`src/rtl/pci_bus_master.sv`:
```
// PCI initiator agent: REQ/GNT handshake, one address phase, then a FRAME/IRDY burst against TRDY/STOP/DEVSEL.
// Latency: REQ and xfer_ack one cycle after xfer_req; ADDR one cycle after GNT with an idle bus; data_xfer is combinational.
// Backpressure: TRDY low stretches a data phase; STOP, a lost GNT or no DEVSEL end the tenure early.
module pci_bus_master #(
    parameter int LEN_W     = 4,
    parameter int DEVSEL_TO = 5,
    parameter int LAT_TIMER = 16
) (
    input  logic             clk,
    input  logic             reset_n,
    input  logic             xfer_req,
    input  logic [LEN_W-1:0] xfer_len,
    output logic             xfer_ack,
    output logic             xfer_done,
    output logic             xfer_err,
    output logic             data_xfer,
    output logic             addr_phase,
    output logic             REQ,
    input  logic             GNT,
    output logic             FRAME,
    output logic             IRDY,
    input  logic             bus_frame,
    input  logic             bus_irdy,
    input  logic             TRDY,
    input  logic             STOP,
    input  logic             DEVSEL
);

    localparam int LAT_W = $clog2(LAT_TIMER + 1);
    localparam int DEV_W = $clog2(DEVSEL_TO + 1);

    typedef enum logic [2:0] {
        S_IDLE,
        S_REQ_WAIT,
        S_ADDR,
        S_DATA,
        S_TURN
    } state_t;

    state_t           state, state_nx;
    logic [LEN_W-1:0] remaining, rem_nx, rem_dec;
    logic [LAT_W-1:0] lat_cnt, lat_nx;
    logic [DEV_W-1:0] dev_cnt, dev_nx;
    logic             dev_seen, dev_seen_nx;
    logic             stop_end, stop_end_nx;
    logic             resume, resume_nx;
    logic             req_nx, frame_nx, irdy_nx, addr_nx, ack_nx, done_nx, err_nx;
    logic             lat_exp, on_bus, abort_now, complete, lat_yield, to_turn;

    always_ff @(posedge clk or negedge reset_n) begin
        if (!reset_n) begin
            state      <= S_IDLE;
            remaining  <= '0;
            lat_cnt    <= '0;
            dev_cnt    <= '0;
            dev_seen   <= 1'b0;
            stop_end   <= 1'b0;
            resume     <= 1'b0;
            REQ        <= 1'b0;
            FRAME      <= 1'b0;
            IRDY       <= 1'b0;
            addr_phase <= 1'b0;
            xfer_ack   <= 1'b0;
            xfer_done  <= 1'b0;
            xfer_err   <= 1'b0;
        end else begin
            state      <= state_nx;
            remaining  <= rem_nx;
            lat_cnt    <= lat_nx;
            dev_cnt    <= dev_nx;
            dev_seen   <= dev_seen_nx;
            stop_end   <= stop_end_nx;
            resume     <= resume_nx;
            REQ        <= req_nx;
            FRAME      <= frame_nx;
            IRDY       <= irdy_nx;
            addr_phase <= addr_nx;
            xfer_ack   <= ack_nx;
            xfer_done  <= done_nx;
            xfer_err   <= err_nx;
        end
    end

    always_comb begin
        state_nx    = state;
        rem_nx      = remaining;
        lat_nx      = lat_cnt;
        dev_nx      = dev_cnt;
        dev_seen_nx = dev_seen;
        stop_end_nx = stop_end;
        resume_nx   = resume;
        req_nx      = REQ;
        frame_nx    = FRAME;
        irdy_nx     = IRDY;
        addr_nx     = 1'b0;
        ack_nx      = 1'b0;
        done_nx     = 1'b0;
        err_nx      = 1'b0;
        to_turn     = 1'b0;

        rem_dec   = (remaining != '0) ? remaining - LEN_W'(1) : remaining;
        lat_exp   = (lat_cnt >= LAT_W'(LAT_TIMER));
        on_bus    = (state == S_ADDR) || (state == S_DATA);
        abort_now = on_bus && !dev_seen && !DEVSEL && (dev_cnt == DEV_W'(DEVSEL_TO - 1));
        // The cycle after STOP is the FRAME-low handoff cycle; nothing moves in it.
        complete  = (state == S_DATA) && IRDY && TRDY && !stop_end && !abort_now;
        lat_yield = FRAME && lat_exp && !GNT;

        if (on_bus) begin
            if (!lat_exp) begin
                lat_nx = lat_cnt + LAT_W'(1);
            end
            if (DEVSEL) begin
                dev_seen_nx = 1'b1;
            end else if (!dev_seen) begin
                dev_nx = dev_cnt + DEV_W'(1);
            end
        end

        case (state)
            S_IDLE: begin
                if (xfer_req) begin
                    rem_nx   = (xfer_len == '0) ? LEN_W'(1) : xfer_len;
                    ack_nx   = 1'b1;
                    req_nx   = 1'b1;
                    state_nx = S_REQ_WAIT;
                end
            end
            S_REQ_WAIT: begin
                if (GNT && !bus_frame && !bus_irdy) begin
                    state_nx    = S_ADDR;
                    frame_nx    = 1'b1;
                    addr_nx     = 1'b1;
                    lat_nx      = '0;
                    dev_nx      = '0;
                    dev_seen_nx = 1'b0;
                    stop_end_nx = 1'b0;
                    resume_nx   = 1'b0;
                end
            end
            S_ADDR: begin
                if (abort_now) begin
                    to_turn = 1'b1;
                    done_nx = 1'b1;
                    err_nx  = 1'b1;
                    rem_nx  = '0;
                end else begin
                    state_nx = S_DATA;
                    req_nx   = 1'b0;
                    irdy_nx  = 1'b1;
                    frame_nx = (remaining > LEN_W'(1));
                end
            end
            S_DATA: begin
                if (abort_now) begin
                    to_turn = 1'b1;
                    done_nx = 1'b1;
                    err_nx  = 1'b1;
                    rem_nx  = '0;
                end else if (stop_end) begin
                    to_turn   = 1'b1;
                    resume_nx = 1'b1;
                end else if (complete) begin
                    rem_nx = rem_dec;
                    if (!FRAME) begin
                        // Final phase done: either the burst is finished or the tenure was cut short.
                        to_turn = 1'b1;
                        if (rem_dec == '0) begin
                            done_nx = 1'b1;
                        end else begin
                            resume_nx = 1'b1;
                        end
                    end else if (STOP) begin
                        frame_nx    = 1'b0;
                        stop_end_nx = 1'b1;
                    end else begin
                        frame_nx = (rem_dec > LEN_W'(1)) && !lat_yield;
                    end
                end else if (STOP) begin
                    if (FRAME) begin
                        frame_nx    = 1'b0;
                        stop_end_nx = 1'b1;
                    end else begin
                        to_turn   = 1'b1;
                        resume_nx = 1'b1;
                    end
                end else if (lat_yield) begin
                    frame_nx = 1'b0;
                end
            end
            S_TURN: begin
                if (resume) begin
                    state_nx  = S_REQ_WAIT;
                    req_nx    = 1'b1;
                    resume_nx = 1'b0;
                end else begin
                    state_nx = S_IDLE;
                end
            end
            default: state_nx = S_IDLE;
        endcase

        if (to_turn) begin
            state_nx    = S_TURN;
            frame_nx    = 1'b0;
            irdy_nx     = 1'b0;
            req_nx      = 1'b0;
            stop_end_nx = 1'b0;
        end
    end

    assign data_xfer = complete;

endmodule
```
`config.mk`:
```
export PLATFORM = sky130hd
export DESIGN_NAME = pci_bus_master
export DESIGN_NICKNAME = d
export VERILOG_FILES = /design/src/rtl/pci_bus_master.sv
export SDC_FILE = /design/constraint.sdc
export NUM_CORES = 1
export LEC_CHECK = 0
export ABC_AREA = 0
export CORE_ASPECT_RATIO = 2
export CORE_MARGIN = 10
export CORE_UTILIZATION = 55
export CTS_BUF_LIST = sky130_fd_sc_hd__clkbuf_4 sky130_fd_sc_hd__clkbuf_8 sky130_fd_sc_hd__clkbuf_16
export DETAILED_ROUTE_END_ITERATION = 7
export GPL_TIMING_DRIVEN = 0
export PLACE_DENSITY = 0.8
export SLEW_MARGIN = 0
export SYNTH_ARGS = -nofsm -noshare
export SYNTH_HDL_FRONTEND = slang
export SYNTH_SLANG_ARGS = --single-unit
```
`constraint.sdc`:
```
create_clock -name clk -period 4 [get_ports clk]
set_input_delay 0.8 -clock clk [delete_from_list [all_inputs] [get_ports clk]]
set_output_delay 0.8 -clock clk [all_outputs]
set_load 0.005 [all_outputs]
```
==> run metrics <==
Crit path arrival time=2570 ps; Top delay family on crit path=buffers and inverters; setup violators final=0; ANT cells=0; global route overflow=0; die extent in x=approximately 57 microns; maximum clock rate=296.5 MHz; Post-Syn Instances=167; sw frac=42.50%; clk sink count=25; Int Power=0.0007117 W; max_slew headroom=a little under a quarter; post-route setup TNS=0 ps; FF-to-FF Start=dev_cnt[0]; Placer Congestion=0.8296; CP cell instances=clkdlybuf4s50_1 -> and4bb_2 -> nand2_1 -> inv_2 -> nor2_1 -> clkdlybuf4s50_1; Synth Flop Type=dfrtp_1; YS warnings=0; number of distinct library cells after synthesis=46; DP Wirelength=2742 microns; CTS tree=done; number of CTS-inserted buffers=3; vias in the first global route=1327; critical path depth=6; wire per inst=between 15 and 20 microns; Async SR Flop Fraction=100.0%; Detailed Route Iter0 Violations=17; post-route setup slack=between 600 and 700 ps; largest net degree at the start of global routing=26; CP peak stage delay=530 ps; Mapped Nets=between 150 and 200; Max IR drop VDD=0.0003941 V; switching power=0.0005260 W; nets@finish=211; Power Density=~700 nW/um^2; startpoint types=input port; Total Routing Usage GR=13.73%; first-pass GRT wire length=6106 microns; crit path from=DEVSEL; clock network power share=12.3%; clk slew on worst S/H paths=around 90 ps; hold slack=roughly 540 ps; Final Hold Vio Count=0; Post-synth EDFFs=0; syn avg cell area=between 8 and 9 sq um; Slew Limit Fails=0; Starting Density=between 50 and 60%; LEAKAGE=0.7701 nW; clock skew=5.979 ps; ratio of cells with drive above 1 in the final layout=6.806%; Reg2Reg Depth=8; final core occ=69.23%; # port buffers=20; Combinational Power Share=51.2%; Vias per Instance=roughly 6.0; hold buffer count at cts=0; WP buf/inv=3; total I/O pin count=21; row count=26; TritonRoute pass-1 iters=4; CP endpoint kind=output port; Tmin final=3373 ps; Critical Path Fanout Max=7; Area Growth Syn to Fin=18.80%; DIE AREA=between 5000 and 6000 sq um; RSZ-0062 raised after global routing=false; most frequent CP cell=clkdlybuf4s50_1; Skew-Pair Late Insertion Delay=270 ps; Worst-Margin Slew=1148 ps; Design Area, Final=1779 sq um; crit path kind=input port to output port; outcome=finished, final reports clean; hold crit path type=register to register; Critical Path Slowest Stage Cell=clkdlybuf4s50_1; vias post-DR=1304; Tcrit/Tclk final=84.32%; register area share after synthesis=a little over two fifths; DRT Wirelength=3540 microns; pre-CTS setup slack=roughly 640 ps; Die Y=93.80 microns; H-tree levels=1; DRC=0; core area=2570 sq um; Mapped Area=~1500 sq um; initial antenna violation count=0; Critical Path RT=3200 ps; placed cell area=1733 sq um; total of max-cap violations=0; CTS resizes=0; setup bufs post-CTS=0; CP Capture Point=data_xfer; reg2reg end=resume; Worst R2R Setup Slack=between 1500 and 2000 ps; Routed Antenna Nets=0; clk root buf=clkbuf_8; clock tree buffer depth=2; share of power burned in registers=between 30% and 40%; Seq cells post-synth=25
-- per-layer routing --
layer | vias up | global-route usage, % | routed length, microns
li1 | 643 | - | -
met1 | 619 | 13.78 | 1396
met2 | 30 | 24.55 | 1832
met3 | 12 | 3.388 | 175
met4 | 0 | 7.874 | 135
met5 | - | 0 | 0
-- cells in the final DEF (no fill, tap or decap), types with 2 or more instances in the layout --
cell type,synthesis,routed
o21ai_0,9,9
dfrtp_1,25,25
nor2_1,22,22
xor2_1,2,2
clkdlybuf4s50_1,0,20
inv_1,9,9
clkbuf_1,5,5
a21oi_1,11,11
a21o_1,4,4
o2111ai_1,2,2
and3_1,2,2
nand4b_1,2,2
nand2_1,10,10
nor3_1,11,11
o2bb2ai_1,2,2
ha_1,6,6
or3_1,2,2
nand2b_1,3,3
clkbuf_8,0,3
mux2i_1,2,2
xnor2_1,4,4
and4bb_2,2,2
nor2b_1,3,3
o21bai_1,2,2
buf_2,2,2
nand3_1,3,3
-- cell usage after synthesis, types with 3 or more instances --
master | instances | area, sq um
o21ai_0 | 9 | 45.04
clkbuf_1 | 5 | 18.77
nand2b_1 | 3 | 18.77
ha_1 | 6 | 75.07
a21oi_1 | 11 | 55.05
nor2_1 | 22 | 82.58
xnor2_1 | 4 | 35.03
nand2_1 | 10 | 37.54
inv_1 | 9 | 33.78
a21o_1 | 4 | 30.03
nor2b_1 | 3 | 18.77
nor3_1 | 11 | 55.05
nand3_1 | 3 | 15.01
dfrtp_1 | 25 | 625.6
-- power by group through the flow --
stage | clock network [W] | logic, W | registers [W]
finish | 0.000152 | 0.000633 | 0.000452
global route | 0.000167 | 0.000714 | 0.000469
CTS | 0.000155 | 0.000637 | 0.000452
detailed placement | 0 | 0.000632 | 0.000457
global placement | 0 | 0.000607 | 0.000452
floorplan | 0 | 0.000463 | 0.000433
-- state kept, by name, indices dropped and copies added (netlist names), 3 cells and up --
signal,flops
dev_cnt,3
lat_cnt,5
remaining,4
state,3
-- cell families (layout without fill, tap and decap cells) --
logic type,Yosys count,in the layout,share of synthesized area [%]
buf+inv,18,42,5.179
mux,2,2,1.337
xor+xnor,6,6,3.509
fa+ha+maj,6,6,5.012
simple gates,69,69,24.65
flops,25,25,41.77
compound gates,41,41,18.55
-- stage by stage --
stage          cells  total power, W
5_1_grt          219        0.001350
4_1_cts          219        0.001244
2_1_floorplan    167       0.0008958
6_report         219        0.001238
3_3_place_gp     215        0.001059
3_5_place_dp     215        0.001090
-- how the worst min path moves through the flow --
stage,startpoint,to,cells past startpoint
floorplan,state[0],xfer_ack,1
global placement,dev_seen,dev_seen,2
detailed placement,state[0],xfer_ack,1
CTS,state[0],xfer_ack,1
global route,state[0],xfer_ack,1
finish,state[0],xfer_ack,1
-- area by class of cell --
| class | instances | area, sq um |
|---|---|---|
| inverter | 10 | 37.54 |
| clock buffer | 3 | 41.29 |
| clock inverter | 1 | 5.005 |
| multi-input combinational | 124 | 794.5 |
| buffer | 8 | 40.04 |
| timing repair buffer | 20 | 200.2 |
| sequential | 25 | 625.6 |
| fill | 219 | 790.8 |
| tap | 28 | 35.03 |
Power figures use the tool's default switching activity.
